--- config.mk ---
export PLATFORM = sky130hd
export DESIGN_NAME = alu_writeback_flat
export DESIGN_NICKNAME = d
export VERILOG_FILES = /design/src/rtl/alu_pkg.sv /design/src/rtl/alu_writeback_if.sv /design/src/rtl/wb_fifo.sv /design/src/rtl/alu_writeback.sv /design/src/flat_wrapper.sv
export SDC_FILE = /design/constraint.sdc
export NUM_CORES = 1
export LEC_CHECK = 0
export CAP_MARGIN = 20
export CORE_UTILIZATION = 58
export CTS_CLUSTER_DIAMETER = 80
export DETAILED_ROUTE_END_ITERATION = 16
export PLACE_DENSITY_LB_ADDON = 0.15
export SETUP_SLACK_MARGIN = 0.05
export SLEW_MARGIN = 20
export SYNTH_ARGS = -nofsm -noshare
export SYNTH_HDL_FRONTEND = slang
export SYNTH_SLANG_ARGS = --single-unit
--- constraint.sdc ---
create_clock -name clk -period 3.1 [get_ports clk]
set_input_delay 0.465 -clock clk [delete_from_list [all_inputs] [get_ports clk]]
set_output_delay 0.465 -clock clk [all_outputs]
set_load 0.1 [all_outputs]
--- src/rtl/alu_pkg.sv ---
// Shared types for the ALU write-back path: operand width, register index
// and the pending-result entry carried through the write-back FIFO.
package alu_pkg;

    localparam int DATA_W = 32;
    localparam int NREGS  = 4;
    localparam int RD_W   = $clog2(NREGS);

    typedef logic [DATA_W:0]  result_t;
    typedef logic [RD_W-1:0]  rd_idx_t;

    typedef struct packed {
        rd_idx_t rd;
        result_t result;
    } wb_entry_t;

endpackage

--- src/rtl/alu_writeback_if.sv ---
// Result handshake from the adder into the write-back block.
interface alu_writeback_if;
    import alu_pkg::*;

    logic    in_valid;
    logic    in_ready;
    rd_idx_t in_rd;
    result_t in_result;

    modport master (output in_valid, output in_rd, output in_result, input in_ready);
    modport slave  (input in_valid, input in_rd, input in_result, output in_ready);

endinterface

--- src/rtl/wb_fifo.sv ---
// Synchronous FIFO of pending write-back entries; exposes every slot with a
// valid bit and the head pointer so the owner can search by age.
module wb_fifo
    import alu_pkg::*;
#(
    parameter int DEPTH = 2
) (
    input  logic                     clk,
    input  logic                     rst_n,
    input  logic                     push_i,
    input  wb_entry_t                push_data_i,
    input  logic                     pop_i,
    output wb_entry_t                pop_data_o,
    output logic                     full_o,
    output logic                     empty_o,
    output logic [$clog2(DEPTH):0]   count_o,
    output logic [$clog2(DEPTH)-1:0] head_o,
    output wb_entry_t                entries_o [DEPTH],
    output logic [DEPTH-1:0]         valid_o
);

    localparam int PTR_W = $clog2(DEPTH);
    localparam int CNT_W = PTR_W + 1;

    wb_entry_t         mem_q [DEPTH];
    logic [PTR_W-1:0]  head_q, head_d;
    logic [PTR_W-1:0]  tail_q, tail_d;
    logic [CNT_W-1:0]  count_q, count_d;
    logic              do_push, do_pop;
    logic [PTR_W-1:0]  offset;

    assign full_o  = (count_q == CNT_W'(DEPTH));
    assign empty_o = (count_q == '0);
    assign do_push = push_i && !full_o;
    assign do_pop  = pop_i && !empty_o;

    // NOTE: every signal written in always_comb gets a default first so no latch is inferred.
    always_comb begin
        head_d  = head_q;
        tail_d  = tail_q;
        count_d = count_q;
        if (do_push) tail_d = tail_q + PTR_W'(1);
        if (do_pop)  head_d = head_q + PTR_W'(1);
        case ({do_push, do_pop})
            2'b10:   count_d = count_q + CNT_W'(1);
            2'b01:   count_d = count_q - CNT_W'(1);
            default: count_d = count_q;
        endcase
    end

    // NOTE: sequential state uses non-blocking assignments so all flops update together.
    always_ff @(posedge clk) begin
        if (!rst_n) begin
            head_q  <= '0;
            tail_q  <= '0;
            count_q <= '0;
        end else begin
            head_q  <= head_d;
            tail_q  <= tail_d;
            count_q <= count_d;
        end
    end

    // NOTE: storage is not reset; slot validity comes only from the pointers and count.
    always_ff @(posedge clk) begin
        if (do_push) mem_q[tail_q] <= push_data_i;
    end

    always_comb begin
        valid_o = '0;
        offset  = '0;
        for (int i = 0; i < DEPTH; i++) begin
            offset     = PTR_W'(i) - head_q;
            valid_o[i] = ({1'b0, offset} < count_q);
        end
    end

    assign entries_o  = mem_q;
    assign pop_data_o = mem_q[head_q];
    assign count_o    = count_q;
    assign head_o     = head_q;

endmodule

--- src/rtl/alu_writeback.sv ---
// Write side of the operand register file: buffers ALU results, commits them
// in order on the shared write port, and forwards pending values to readers.
module alu_writeback
    import alu_pkg::*;
#(
    parameter int DEPTH = 2
) (
    input  logic                   clk,
    input  logic                   rst_n,
    alu_writeback_if.slave         wb,
    input  logic                   commit_en,
    input  rd_idx_t                rd_addr_a,
    output logic [DATA_W-1:0]      rd_data_a,
    input  rd_idx_t                rd_addr_b,
    output logic [DATA_W-1:0]      rd_data_b,
    output logic                   carry_flag,
    output logic [$clog2(DEPTH):0] pending
);

    localparam int PTR_W = $clog2(DEPTH);

    logic [DATA_W-1:0] regfile_q [NREGS];
    logic [DATA_W-1:0] regfile_d [NREGS];
    logic              carry_q, carry_d;

    wb_entry_t         push_entry;
    wb_entry_t         head_entry;
    wb_entry_t         entries [DEPTH];
    logic [DEPTH-1:0]  slot_valid;
    logic [PTR_W-1:0]  head_ptr;
    logic [PTR_W-1:0]  slot;
    logic              fifo_full, fifo_empty;
    logic              commit;

    assign push_entry = '{rd: wb.in_rd, result: wb.in_result};
    // Ready depends only on stored occupancy, never on this cycle's commit.
    assign wb.in_ready = !fifo_full;
    assign commit      = commit_en && !fifo_empty;

    wb_fifo #(.DEPTH(DEPTH)) u_fifo (
        .clk         (clk),
        .rst_n       (rst_n),
        .push_i      (wb.in_valid),
        .push_data_i (push_entry),
        .pop_i       (commit),
        .pop_data_o  (head_entry),
        .full_o      (fifo_full),
        .empty_o     (fifo_empty),
        .count_o     (pending),
        .head_o      (head_ptr),
        .entries_o   (entries),
        .valid_o     (slot_valid)
    );

    always_comb begin
        regfile_d = regfile_q;
        carry_d   = carry_q;
        if (commit) begin
            regfile_d[head_entry.rd] = head_entry.result[DATA_W-1:0];
            carry_d                  = head_entry.result[DATA_W];
        end
    end

    always_ff @(posedge clk) begin
        if (!rst_n) begin
            for (int r = 0; r < NREGS; r++) regfile_q[r] <= '0;
            carry_q <= 1'b0;
        end else begin
            regfile_q <= regfile_d;
            carry_q   <= carry_d;
        end
    end

    // Walk pending slots oldest to youngest so the youngest match is the last one written.
    always_comb begin
        rd_data_a = regfile_q[rd_addr_a];
        rd_data_b = regfile_q[rd_addr_b];
        slot      = '0;
        for (int k = 0; k < DEPTH; k++) begin
            slot = head_ptr + PTR_W'(k);
            if (slot_valid[slot] && entries[slot].rd == rd_addr_a)
                rd_data_a = entries[slot].result[DATA_W-1:0];
            if (slot_valid[slot] && entries[slot].rd == rd_addr_b)
                rd_data_b = entries[slot].result[DATA_W-1:0];
        end
    end

    assign carry_flag = carry_q;

endmodule

--- src/flat_wrapper.sv ---
// flat-port wrapper written by rule: the top's interface ports become plain ports
module alu_writeback_flat import alu_pkg::*;
#(
    parameter int DEPTH = 2
)
  (clk, rst_n, commit_en, rd_addr_a, rd_data_a, rd_addr_b, rd_data_b, carry_flag, pending, wb_in_valid, wb_in_rd, wb_in_result, wb_in_ready);
  alu_writeback_if wb_i ();
  input  logic clk;
  input  logic rst_n;
  input  logic commit_en;
  input  rd_idx_t rd_addr_a;
  output logic [DATA_W-1:0] rd_data_a;
  input  rd_idx_t rd_addr_b;
  output logic [DATA_W-1:0] rd_data_b;
  output logic carry_flag;
  output logic [$clog2(DEPTH):0] pending;
  input wire logic [$bits(wb_i.in_valid)-1:0] wb_in_valid;
  input wire logic [$bits(wb_i.in_rd)-1:0] wb_in_rd;
  input wire logic [$bits(wb_i.in_result)-1:0] wb_in_result;
  output wire logic [$bits(wb_i.in_ready)-1:0] wb_in_ready;
  assign wb_i.in_valid = wb_in_valid;
  assign wb_i.in_rd = wb_in_rd;
  assign wb_i.in_result = wb_in_result;
  assign wb_in_ready = wb_i.in_ready;
  alu_writeback #(.DEPTH(DEPTH)) u_core (.clk(clk), .rst_n(rst_n), .wb(wb_i), .commit_en(commit_en), .rd_addr_a(rd_addr_a), .rd_data_a(rd_data_a), .rd_addr_b(rd_addr_b), .rd_data_b(rd_data_b), .carry_flag(carry_flag), .pending(pending));
endmodule
# After elaboration in Yosys (flattened, before gate mapping)
# Index checks and enable logic that the tools add are counted.
[op_classes] n_addsub=6 bitwise_logic=6 mux=27 eq_ne=7 order_cmp=12 n_reduce_logical=13
[op_table] op="$mux W32" n=9
[op_table] op="$mux W35" n=7
[op_table] op="$bmux W32 S2" n=2
[op_table] op="$bwmux W128" n=1
[op_table] op="$bwmux W70" n=1
[op_table] op="$demux W32 S2" n=1
[op_table] op="$demux W35 S1" n=1
[op_table] op="$ge A3 B3 Y1 const B" n=3
[op_table] op="$logic_and A1 B1 Y1" n=9
[op_table] op="$not A2 Y3" n=3
[op_table] op="$eq A2 B2 Y1" n=4
[op_table] op="$ge A2 B2 Y1 const B" n=3
[op_table] op="$not A1 Y2" n=3
[op_table] op="$eq A2 B2 Y1 const B" n=2
[op_table] op="$lt A1 B2 Y1" n=2
[op_table] op="$lt A1 B2 Y1 const B" n=2
[op_table] op="$mux W1" n=4
[op_table] op="$pmux W2 S2" n=1
[op_table] op="$lt A3 B1 Y1 const B" n=1
[op_table] op="$add A1 B1 Y1 const B" n=2
[op_table] op="$add A2 B1 Y2 const B" n=1
[op_table] op="$eq A2 B1 Y1 const B" n=1
[op_table] op="$logic_not A1 Y1" n=2
[op_table] op="$logic_not A2 Y1" n=1
[op_table] op="4 further kinds" n=5
[word_totals] ff_bits=203 word_cells=83 inputBits=43

# Longest topological paths before layout
# Gate-level depths: netlist of the first run.
[depth] word_depth=10 mapped_depth=8 ltp_nobuf=6

# By module
# Synthesis of the first run repeated with hierarchy kept, for this count alone.
[unflattened] hier_cells=1197 hier_area_um2=11722.5
[modules_own_cells] module="alu_writeback" area_each_um2=8957.3 instances=1 cells_per_inst=1060
[modules_own_cells] module="wb_fifo" area_each_um2=2765.2 instances=1 cells_per_inst=137

# Worst setup path after synthesis of the first run
# OpenSTA, ideal clock, no wires.
[synth_timing] path_kind="register to output" start="register u_core.u_fifo.count_q[1], in the netlist u_core.u_fifo.count_o[1]" end="output rd_data_b[11]" stages_incl_launch_ff=8 setup_slack_ps=-1710 arrival_ps=4345 required_ps=2635 path_cell_list="dfxtp_1 > buf_2 > nand2b_1 > mux2_2 > o2111ai_2 > buf_4 > a21oi_1 > a211oi_1"
[synth_via] elab_chain_len=6
[synth_lines] item="from (decl)" line="wb_fifo.sv:28" rtl="logic [CNT_W-1:0] count_q, count_d;"
[synth_lines] item="from (signal assigned)" line="wb_fifo.sv:60" rtl="count_q <= count_d;"
[synth_lines] item="$lt A1 B2 Y1" line="wb_fifo.sv:74" rtl="valid_o[i] = ({1'b0, offset} < count_q);"
[synth_lines] item="$mux W1 (not written as such) (2 in a row)" line="alu_writeback.sv:83" rtl="if (slot_valid[slot] && entries[slot].rd == rd_addr_b)"
[synth_lines] item="$logic_and A1 B1 Y1" line="alu_writeback.sv:83"
[synth_lines] item="$mux W32" line="alu_writeback.sv:83"
[synth_lines] item="$mux W32 *" line="alu_writeback.sv:83"
[synth_lines] item="to (decl)" line="flat_wrapper.sv:14" rtl="output logic [DATA_W-1:0] rd_data_b;"
# Every way passes the cells marked *; elsewhere a longest branch is shown, timed or not. The select of a mux whose other input is x is not followed.

# Final worst setup path of the first run
[layout_timing] start="register u_core.u_fifo.head_q, in the netlist u_core.u_fifo.head_o" end="output rd_data_b[3]"
[layout_via] elab_chain_len=8
[layout_lines] item="from (decl)" line="wb_fifo.sv:26" rtl="logic [PTR_W-1:0] head_q, head_d;"
[layout_lines] item="from (signal assigned)" line="wb_fifo.sv:54" rtl="head_q <= '0;"
[layout_lines] item="from (signal assigned)" line="wb_fifo.sv:58" rtl="head_q <= head_d;"
[layout_lines] item="branches (longest 7 deep; another with $lt A1 B2 Y1)"
[layout_lines] item="$mux W32 *" line="alu_writeback.sv:83"
# Every way passes the cells marked *. The select of a mux whose other input is x is not followed.

==> results of run 1 <==
-- worst reg2reg max path, cell delays in order, from the launching register on --
cell     delay, ns
dfxtp_4       0.42
buf_12        0.13
mux2i_4       0.23
buf_12        0.16
buf_4         0.13
nand2_1       0.09
nor2_4        0.40
buf_12        0.31
nand2_1       0.15
o211a_1       0.16
-- logic make-up after synthesis --
logic type,after synthesis,share of synthesized area [%]
AO/OA/AOI/OAI,265,21.44
XOR/XNOR,13,1.021
adder cells (fa/ha/maj),1,0.1122
buffers and inverters,93,4.040
flip-flops,203,42.74
multiplexers,135,19.55
AND/OR/NAND/NOR,278,11.10
-- sequential cells by signal (all words and copies together) (netlist names) --
| register | cells |
|---|---|
| u_core.regfile_q | 128 |
| u_core.carry_flag | 1 |
| u_core.u_fifo.count_o | 2 |
| u_core.u_fifo.tail_q | 1 |
| u_core.u_fifo.entries_o | 70 |
| u_core.u_fifo.head_o | 1 |
-- stage by stage --
stage          TNS [ns]  utilization [%]  total power [mW]  area [sq um]  std cells
2_1_floorplan         0                -             10.80         11790        988
5_1_grt          -7.642            82.77             18.14         15530       1340
4_1_cts          -1.241            80.67             17.30         15140       1337
3_5_place_dp          0            73.53             13.93         13800       1275
6_report         -4.334            82.77             17.67         15530       1340
3_3_place_gp          0            73.53             13.80         13800       1275
-- worst paths after layout --
check | to | from | slack [ns] | cells past startpoint
hold / removal | u_core.regfile_q[108] | rst_n | 0.45 | 2
hold reg to reg | u_core.regfile_q[68] | u_core.regfile_q[68] | 0.51 | 1
setup reg to reg | u_core.regfile_q[83] | u_core.u_fifo.head_o | 0.81 | 9
setup / recovery | rd_data_b[3] | u_core.u_fifo.head_o | -0.13 | 9
-- what timing repair did --
item | in CTS | in global routing
setup endpoints to repair | 64 | 64
resized for setup | 66 | 72
setup buffers | 17 | 1
pin swaps | 16 | 38
gates cloned | 5 | 2
-- layout make-up --
class,instances,area share (%)
clock inverter,12,0.7168
clock buffer,28,4.301
multi-input combinational,692,45.92
sequential,203,30.73
tap,234,1.885
timing repair buffer,171,16.45
-- power by group --
group | switching (mW) | internal, mW | total, mW
registers | 0.344 | 3.20 | 3.54
clock network | 1.11 | 1.69 | 2.80
logic | 7.18 | 4.14 | 11.3
-- per-layer routing --
| metal | up-vias | GRT usage, % |
|---|---|---|
| met2 | 536 | 55.96 |
| met1 | 4562 | 40.86 |
| met5 | - | 0 |
| met3 | 115 | 4.382 |
| met4 | 0 | 13.44 |
| li1 | 3876 | - |
-- cell usage after synthesis, drive strengths merged --
| master | instances | area, sq um |
|---|---|---|
| o2111ai | 2 | 30.03 |
| clkbuf | 44 | 165.2 |
| a211oi | 64 | 665.6 |
| nand2 | 133 | 499.2 |
| and3b | 1 | 8.760 |
| nor2 | 69 | 259.0 |
| o21ai | 1 | 5.000 |
| and2 | 3 | 18.77 |
| or3 | 1 | 6.260 |
| buf | 49 | 285.3 |
| dfxtp | 133 | 2663 |
| mux2i | 69 | 715.7 |
| a21oi | 64 | 320.3 |
| o32ai | 2 | 55.05 |
| nor3b | 1 | 7.510 |
| or2 | 33 | 206.5 |
| nand2b | 35 | 219.0 |
| xor2 | 5 | 43.79 |
| o211a | 129 | 1291 |
| o21a | 2 | 15.01 |
| a21boi | 1 | 7.510 |
| ha | 1 | 12.51 |
| edfxtp | 70 | 2102 |
| xnor2 | 8 | 70.07 |
| and3 | 2 | 12.51 |
| mux4 | 64 | 1441 |
| mux2 | 2 | 22.52 |
-- cells in the final DEF (no fill, tap or decap), drive strengths merged --
| master | netlist | layout |
|---|---|---|
| o21ai | 1 | 1 |
| o32ai | 2 | 2 |
| a21oi | 64 | 64 |
| o21a | 2 | 2 |
| nor3b | 1 | 1 |
| or2 | 33 | 33 |
| and3b | 1 | 1 |
| clkdlybuf4s50 | 0 | 37 |
| mux2 | 2 | 2 |
| clkinvlp | 0 | 1 |
| nand2 | 133 | 133 |
| o211a | 129 | 129 |
| nor2 | 69 | 69 |
| a21boi | 1 | 1 |
| and2 | 3 | 3 |
| or3 | 1 | 1 |
| xnor2 | 8 | 8 |
| bufinv | 0 | 2 |
| clkbuf | 44 | 30 |
| mux4 | 64 | 64 |
| dfxtp | 133 | 133 |
| clkinv | 0 | 9 |
| xor2 | 5 | 5 |
| mux2i | 69 | 69 |
| buf | 49 | 132 |
| and3 | 2 | 2 |
| edfxtp | 70 | 70 |
| a211oi | 64 | 64 |
| o2111ai | 2 | 2 |
| nand2b | 35 | 35 |
| ha | 1 | 1 |
==> metrics.md, run 1 <==
| Metric | Value |
|---|---|
| Final setup margin | `-0.1346 ns` |
| CTS tree | `built` |
| Port bufs | `110` |
| Cell family with most CP delay | `buffers and inverters` |
| Final WL | `33,270 microns` |
| Distinct cells, synth | `32` |
| Initial antenna violation count | `0` |
| Row count | `50` |
| Total gr overflow | `0` |
| Failing checks | `setup timing` |
| I/O pin cnt | `111` |
| Mapped cell area | `11,150 sq um` |
| Post-route ant nets | `0` |
| Synth warnings | `0` |
| Number of global-route vias before repair | `about 9.0k` |
| Power density cells | `1137 nW/um^2` |
| P&R area growth vs syn | `39.35%` |
| DR WL met2 | `approximately 17,000 microns` |
| Status | `finished, violations left` |
| WP data arrival | `2.77 ns` |
| Area of the die | `19,780 sq um` |
| Hold slack final | `0.4456 ns` |
| GP Congestion | `0.7768` |
| RSZ-0062 raised after global routing | `true` |
| Slowest cell on the critical path | `dfxtp_4` |
| Largest net degree at the start of global routing | `91` |
| Hold Crit Class | `in -> reg` |
| Pins over their slew limit | `0` |
| Final HPWL DP | `18,530 microns` |
| CP max FO | `11` |
| Leak Pwr | `around 6.6 nW` |
| Die Ht | `140.6 microns` |
| Antenna diodes | `0` |
| Most frequent CP cell | `buf_12` |
| Setup crit start kind | `register` |
| Final period util | `104.3%` |
| Worst vdd ir | `~1.1 mV` |
| # setup viols final | `64` |
| DIE WIDTH | `140.6 microns` |
| Max_slew headroom | `60.73%` |
| WS Path Type | `reg -> out` |
| Mapped Nets | `1,032` |
| Clock sinks | `203` |
| Pre-CTS WS | `0.3821 ns` |
| Syn Area/Cell | `11.28 sq um` |
| CP bufs+invs | `4` |
| Share of layout cells above drive strength 1 | `39.24%` |
| Initial core utilization | `between 50% and 60%` |
| Seq/Total Area, Yosys | `between 40% and 50%` |
| Critical Path RT | `around 2.6 ns` |
| Metal-1 WL | `12,340 microns` |
| Critical Path Max Stage Delay | `0.42 ns` |
| Core Region | `18,770 sq um` |
| H-tree depth | `1` |
| Avg WL per Cell | `24.83 microns` |
| Clock Skews | `0.01012 ns` |
| Top sig layer | `met4` |
| Global Route Usage Sum | `32.29%` |
| Final hold violations | `0` |
| Met3 Routed Length | `2746 microns` |
| Highest Clock Rate | `0.3092 GHz` |
| Max Cap Violations | `0` |
| Mapped Cells | `988` |
| Crit end category | `output pin` |
| # DRC | `0` |
| Pre-Repair DR Iteration Count | `5` |
| Clock transition at the registers of the reported paths | `0.06 ns` |
| First-pass GRT wire length | `49,400 microns` |
| Worst-Margin Slew | `0.5727 ns` |
| Number of fill cells | `940` |
| Root Buffer | `clkbuf_16` |
| Crit path cell chain | `buf_4 > mux2i_4 > buf_12 > xor2_1 > o2111ai_4 > buf_8 > a21oi_1 > a211oi_4 > buf_12` |
| CTS buffer count | `22` |
| Total vias in the final route | `around 9k` |
| Multi-input logic area | `roughly 7100 sq um` |
| Crit path time final | `around 3.2 ns` |
| Register Area | `4773 sq um` |
| Initial drt markers | `873` |
| Clock Latency Late Sink | `0.51 ns` |
| CTS Hold Bufs | `0` |
| Via density | `6.783` |
| Clock buffer depth | `3` |
| Total Nets Final | `roughly 1.1k` |
| Synth Register Bits | `203` |
(Power assumes the default switching activity.)
==> run 2, diff against run 1 <==
--- a/config.mk
+++ b/config.mk
@@ -10,8 +10,8 @@
 export CTS_CLUSTER_DIAMETER = 80
 export DETAILED_ROUTE_END_ITERATION = 16
 export PLACE_DENSITY_LB_ADDON = 0.15
+export REMOVE_ABC_BUFFERS = 1
 export SETUP_SLACK_MARGIN = 0.05
-export SLEW_MARGIN = 20
 export SYNTH_ARGS = -nofsm -noshare
 export SYNTH_HDL_FRONTEND = slang
 export SYNTH_SLANG_ARGS = --single-unit
==> run 2 against run 1 <==
Compared with the run above:
- the run still ends with setup timing left
- count of clock-buffer cells in the layout is 4 higher
- die area stayed put
- sequential power about the same
- critical endpoint is now rd_data_b[8]
==> metrics.md, run 2 (same netlist as run 1, synthesis figures left out) <==
| Metric | Value |
|---|---|
| Tot Pwr | `16.89 mW` |
| Commonest non-fill, non-tap cell in the layout | `nand2_1` |
| Total vias in the final route | `slightly above 9k` |
| Depth of the worst hold-timing path | `1` |
| Worst reg2reg path depth | `6` |
| Worst-Margin Slew | `0.8012 ns` |
| Flop pwr share | `a little over a fifth` |
| Initial drt markers | `approximately 900` |
| Crit. path cell count | `7` |
| P&R area growth vs syn | `34.23%` |
| Post-route ant nets | `0` |
| Post-route cell area | `14,960 sq um` |
| Final HPWL DP | `17,940 microns` |
| Max Cap Violations | `0` |
| Crit path cell chain | `mux2i_2 > xnor2_2 > o2111ai_4 > bufbuf_16 > a21oi_1 > a211oi_2 > buf_12` |
| DIE WIDTH | `140.6 microns` |
| Die Ht | `140.6 microns` |
| Total Nets Final | `1,133` |
| Root Buffer | `clkbuf_16` |
| Crit end category | `output pin` |
| Port bufs | `110` |
| Final period util | `104.5%` |
| Final setup margin | `-0.1398 ns` |
| Crit path time final | `3.240 ns` |
| Slowest cell on the critical path | `edfxtp_1` |
| WP data arrival | `2.77 ns` |
| Clock transition at the registers of the reported paths | `about 0.06 ns` |
| CTS buffer count | `22` |
| Leak Pwr | `6.507 nW` |
| Area of the die | `around 20,000 sq um` |
| Combinational fraction of design power | `63.4%` |
| Final WL | `approximately 33,000 microns` |
| Clock buffer depth | `3` |
| Largest net degree at the start of global routing | `131` |
| Setup crit start kind | `register` |
| Reg with most FFs | `u_core.regfile_q` |
| CP bufs+invs | `2` |
| Internal power | `8.611 mW` |
| Critical Path Max Stage Delay | `0.46 ns` |
| Setup total negative slack | `-4.752 ns` |
| # setup viols final | `64` |
| Clk network pwr share | `15.7%` |
| Avg WL per Cell | `between 20 and 25 microns` |
| Total gr overflow | `0` |
| Max reg flops | `128` |
| Global Route Usage Sum | `31.70%` |
| I/O pin cnt | `111` |
| CP max FO | `11` |
| Initial core utilization | `between 50% and 60%` |
| Clock Latency Late Sink | `0.51 ns` |
| P_sw | `slightly above 8 mW` |
| Core Region | `18,770 sq um` |
| Post-Place Cell Area | `13,160 sq um` |
| Initial antenna violation count | `1` |
| Sw Ratio | `between 40% and 50%` |
| Clock Skews | `0.01706 ns` |
| Highest Clock Rate | `a little over 0.3 GHz` |
| Row count | `50` |
| GP Congestion | `0.8123` |
| CTS tree | `built` |
| Critical Path RT | `2.63 ns` |
| Pre-Repair DR Iteration Count | `5` |
| Failing checks | `setup timing` |
| Clock sinks | `203` |
| Max_slew headroom | `46.58%` |
| Share of layout cells above drive strength 1 | `37.47%` |
| Status | `finished, violations left` |
| Number of global-route vias before repair | `9,086` |
| WS Path Type | `reg -> out` |
| First-pass GRT wire length | `slightly below 50,000 microns` |
| RSZ-0062 raised after global routing | `true` |
| Power density cells | `between 1000 and 1500 nW/um^2` |
| Cell family with most CP delay | `compound AO/OA/AOI/OAI gates` |
| Via density | `6.766` |
| Pins over their slew limit | `0` |
| Hold Crit Class | `reg -> reg` |
| Final hold violations | `0` |
| H-tree depth | `1` |
| Most frequent cells in the layout | `nand2_1 (133), dfxtp_1 (132), o211a_1 (129), buf_12 (78), edfxtp_1 (70)` |
| # DRC | `0` |
| Worst vdd ir | `a little under 0.9 mV` |
==> run 2: power groups by stage <==
stage	clock network [mW]	logic, mW	registers (mW)
2_1_floorplan	0	6.09	3.75
3_3_place_gp	0	9.44	3.52
3_5_place_dp	0	9.53	3.55
4_1_cts	2.63	10.1	3.50
5_1_grt	2.77	11.0	3.57
6_report	2.65	10.7	3.54
==> run 2: per-stage QoR <==
step                      utilization, %  instances  hold WS, ns  setup slack [ns]
after CTS                          77.21       1334       0.5061          -0.05391
after global placement             70.11       1273       0.4830            0.3306
final                              79.73       1340       0.5049           -0.1398
after global routing               79.73       1340       0.5322           -0.1938
after floorplan                        -        895       0.4830            -5.037
after detailed placement           70.11       1273       0.4957            0.3151
==> run 2: worst reg2reg max path: cells and delay by family, from the launching register on <==
family	cells	cell delay (ns)
AO/OA/AOI/OAI	1	0.16
buffers and inverters	3	0.69
flip-flops	1	0.41
multiplexers	1	0.72
AND/OR/NAND/NOR	1	0.16
==> run 2: final timing paths <==
path                               start                     to  slack (ns)
max          u_core.u_fifo.entries_o[33]           rd_data_b[8]       -0.14
min                    u_core.carry_flag      u_core.carry_flag        0.50
max reg2reg         u_core.u_fifo.head_o  u_core.regfile_q[121]        0.85
min reg2reg            u_core.carry_flag      u_core.carry_flag        0.50
==> run 2: layout make-up <==
class,count,area [sq um]
multi-input combinational,692,6683
sequential,203,4768
fill,1045,3804
timing repair buffer,170,2485
clock buffer,32,690.7
tap,234,292.8
clock inverter,8,42.54
antenna,1,2.502
==> run 2: metal layers <==
| metal | global-route usage [%] | vias to the layer above | wire length [microns] |
|---|---|---|---|
| li1 | - | 3913 | - |
| met1 | 37.99 | 4551 | 12180 |
| met2 | 54.99 | 468 | 17030 |
| met3 | 4.993 | 135 | 2234 |
| met4 | 17.11 | 0 | 1679 |
| met5 | 0 | - | 0 |
==> run 2: what timing repair did <==
item                                    4_1_cts  5_1_grt
hold buffers                                  0        0
pin swaps                                    24       40
gates cloned                                  5        1
endpoints found under the setup margin       64       64
setup buffers                                17        5
resized for setup                            79       88
==> run 3, diff against run 2 <==
--- a/config.mk
+++ b/config.mk
@@ -6,6 +6,7 @@
 export NUM_CORES = 1
 export LEC_CHECK = 0
 export CAP_MARGIN = 20
+export CORE_ASPECT_RATIO = 0.6
 export CORE_UTILIZATION = 58
 export CTS_CLUSTER_DIAMETER = 80
 export DETAILED_ROUTE_END_ITERATION = 16
==> run 3 against run 2 <==
Compared with the run above:
- the flow still finishes with violations (setup timing)
- sequential cell count unchanged
- clock power decreased by 8.7%
- core utilization increased by 3.9 points
- critical path type unchanged
==> metrics.md, run 3 (same netlist as run 1, synthesis figures left out) <==
| Metric | Value |
|---|---|
| Status | `finished, violations left` |
| Failing checks | `setup timing` |
| Clock Latency Late Sink | `0.50 ns` |
| Final period util | `108.5%` |
| Setup crit start kind | `register` |
| Multi-input logic area | `approximately 6900 sq um` |
| Total Nets Final | `1,148` |
| Setup total negative slack | `-8.830 ns` |
| Core Region | `~18,000 sq um` |
| Clock buffer depth | `3` |
| Via density | `between 6 and 7` |
| Internal power | `8.834 mW` |
| Hold slack final | `0.4052 ns` |
| Root Buffer | `clkbuf_16` |
| Total vias in the final route | `between 9k and 10k` |
| Number of fill cells | `between 900 and 1k` |
| Initial drt markers | `1,130` |
| P&R area growth vs syn | `38.36%` |
| Final WL | `~35,000 microns` |
| Combinational fraction of design power | `65.9%` |
| Highest Clock Rate | `0.2974 GHz` |
| Max Cap Violations | `0` |
| Pre-CTS WS | `approximately 0.26 ns` |
| Layout Cells excl Fill | `1,358` |
| CP max FO | `7` |
| Most frequent cells in the layout | `nand2_1 (133), dfxtp_1 (132), o211a_1 (129), buf_12 (90), edfxtp_1 (70)` |
| Final HPWL DP | `18,470 microns` |
| Crit end category | `output pin` |
| Initial core utilization | `roughly three fifths` |
| Initial antenna violation count | `0` |
| Row count | `38` |
| Number of global-route vias before repair | `approximately 8.7k` |
| Final setup margin | `-0.2624 ns` |
| FF-to-FF setup slack | `0.73 ns` |
| Power density cells | `1129 nW/um^2` |
| Global Route Usage Sum | `30.70%` |
| Avg WL per Cell | `25.74 microns` |
| Total gr overflow | `0` |
| CTS Hold Bufs | `0` |
| CTS tree | `built` |
| First-pass GRT wire length | `47,230 microns` |
| # DRC | `0` |
| Worst vdd ir | `1.317 mV` |
| Pins over their slew limit | `0` |
| Final hold violations | `0` |
| Max reg flops | `128` |
| Crit path time final | `roughly 3.4 ns` |
| Clock transition at the registers of the reported paths | `approximately 0.070 ns` |
| Pre-Repair DR Iteration Count | `6` |
| Register Area | `4768 sq um` |
| Clock sinks | `203` |
| Tot Pwr | `between 15 and 20 mW` |
| Sw Ratio | `49.29%` |
| RSZ-0062 raised after global routing | `true` |
| Port bufs | `110` |
| Cell count after placement | `1,285` |
| WS Path Type | `reg -> out` |
| Critical Path RT | `2.63 ns` |
| DIE WIDTH | `181.0 microns` |
| Worst-Margin Slew | `0.6836 ns` |
| I/O pin cnt | `111` |
| Hold Crit Class | `in -> reg` |
| GP Congestion | `approximately 0.8` |
| Largest net degree at the start of global routing | `87` |
| H-tree depth | `1` |
| CTS buffer count | `20` |
| Reg with most FFs | `u_core.regfile_q` |
| Share of layout cells above drive strength 1 | `39.27%` |
| Die Ht | `109.4 microns` |
| # setup viols final | `64` |
| WP data arrival | `between 2 and 3 ns` |
| Post-route ant nets | `0` |
| Antenna diodes | `0` |
| Clk network pwr share | `13.9%` |
| Flop pwr share | `20.2%` |
| P_sw | `roughly 8.6 mW` |
| Max_slew headroom | `53.12%` |
| Area of the die | `19,800 sq um` |
| Leak Pwr | `6.637 nW` |
| Clock Skews | `0.01961 ns` |
| Commonest non-fill, non-tap cell in the layout | `nand2_1` |
run 3: changes by cell type in the layout (fill, tap and decap cells not counted), sizes merged:
cell      change
buf          +15
clkbuf        +4
diode         -1
inv           +1
clkinvlp      -1
bufbuf        -1
clkinv        -5
run 3: power groups by stage:
stage          combinational, mW  clock, mW  sequential (mW)
4_1_cts                     10.1       2.39             3.48
3_3_place_gp                9.55          0             3.51
6_report                    11.5       2.42             3.52
2_1_floorplan               6.09          0             3.75
5_1_grt                     11.8       2.53             3.55
3_5_place_dp                9.62          0             3.53
run 3: routing by layer:
metal	global-route usage [%]	wire [microns]	vias to the layer above
met1	41.31	13750	4649
met4	11.20	1272	0
li1	-	-	3929
met2	49.75	16240	600
met3	6.393	3685	121
met5	0	0	-
run 3: path summary, 6_finish.rpt:
check                                                  from              endpoint  depth (start not counted)
worst max-delay path            u_core.u_fifo.entries_o[34]         rd_data_a[27]                         11
worst min-delay path                                  rst_n  u_core.regfile_q[61]                          2
worst max register to register  u_core.u_fifo.entries_o[34]  u_core.regfile_q[79]                         10
worst min register to register         u_core.regfile_q[54]  u_core.regfile_q[54]                          1
run 3: final cells by class:
type,count,area share (%)
multi-input cells,692,45.02
repair buffers,187,17.97
clock buffers,33,4.023
flip-flops and latches,203,30.91
well taps,240,1.947
clock inverters,3,0.1298
run 3: through the flow:
| step | utilization, % | cell area [sq um] |
|---|---|---|
| 3_5_place_dp | 71.54 | 13200 |
| 5_1_grt | 83.61 | 15420 |
| 2_1_floorplan | - | 10700 |
| 4_1_cts | 77.54 | 14310 |
| 6_report | 83.61 | 15420 |
| 3_3_place_gp | 71.54 | 13200 |
run 3: what timing repair did:
action,4_1_cts,5_1_grt
gates resized for setup,59,161
setup buffers,9,23
cloned,2,5
pin swaps,5,73
endpoints found under the setup margin,64,64
run 3: worst max-delay path, stage by stage (launching register included):
cell and delay (ns):
edfxtp_1 0.44, buf_4 0.18, mux2i_4 0.18, buf_12 0.18, xor2_2 0.24, o2111ai_4 0.21, buf_12 0.18, buf_6 0.12
buf_12 0.13, a21oi_1 0.20, a211oi_2 0.10, buf_12 0.21
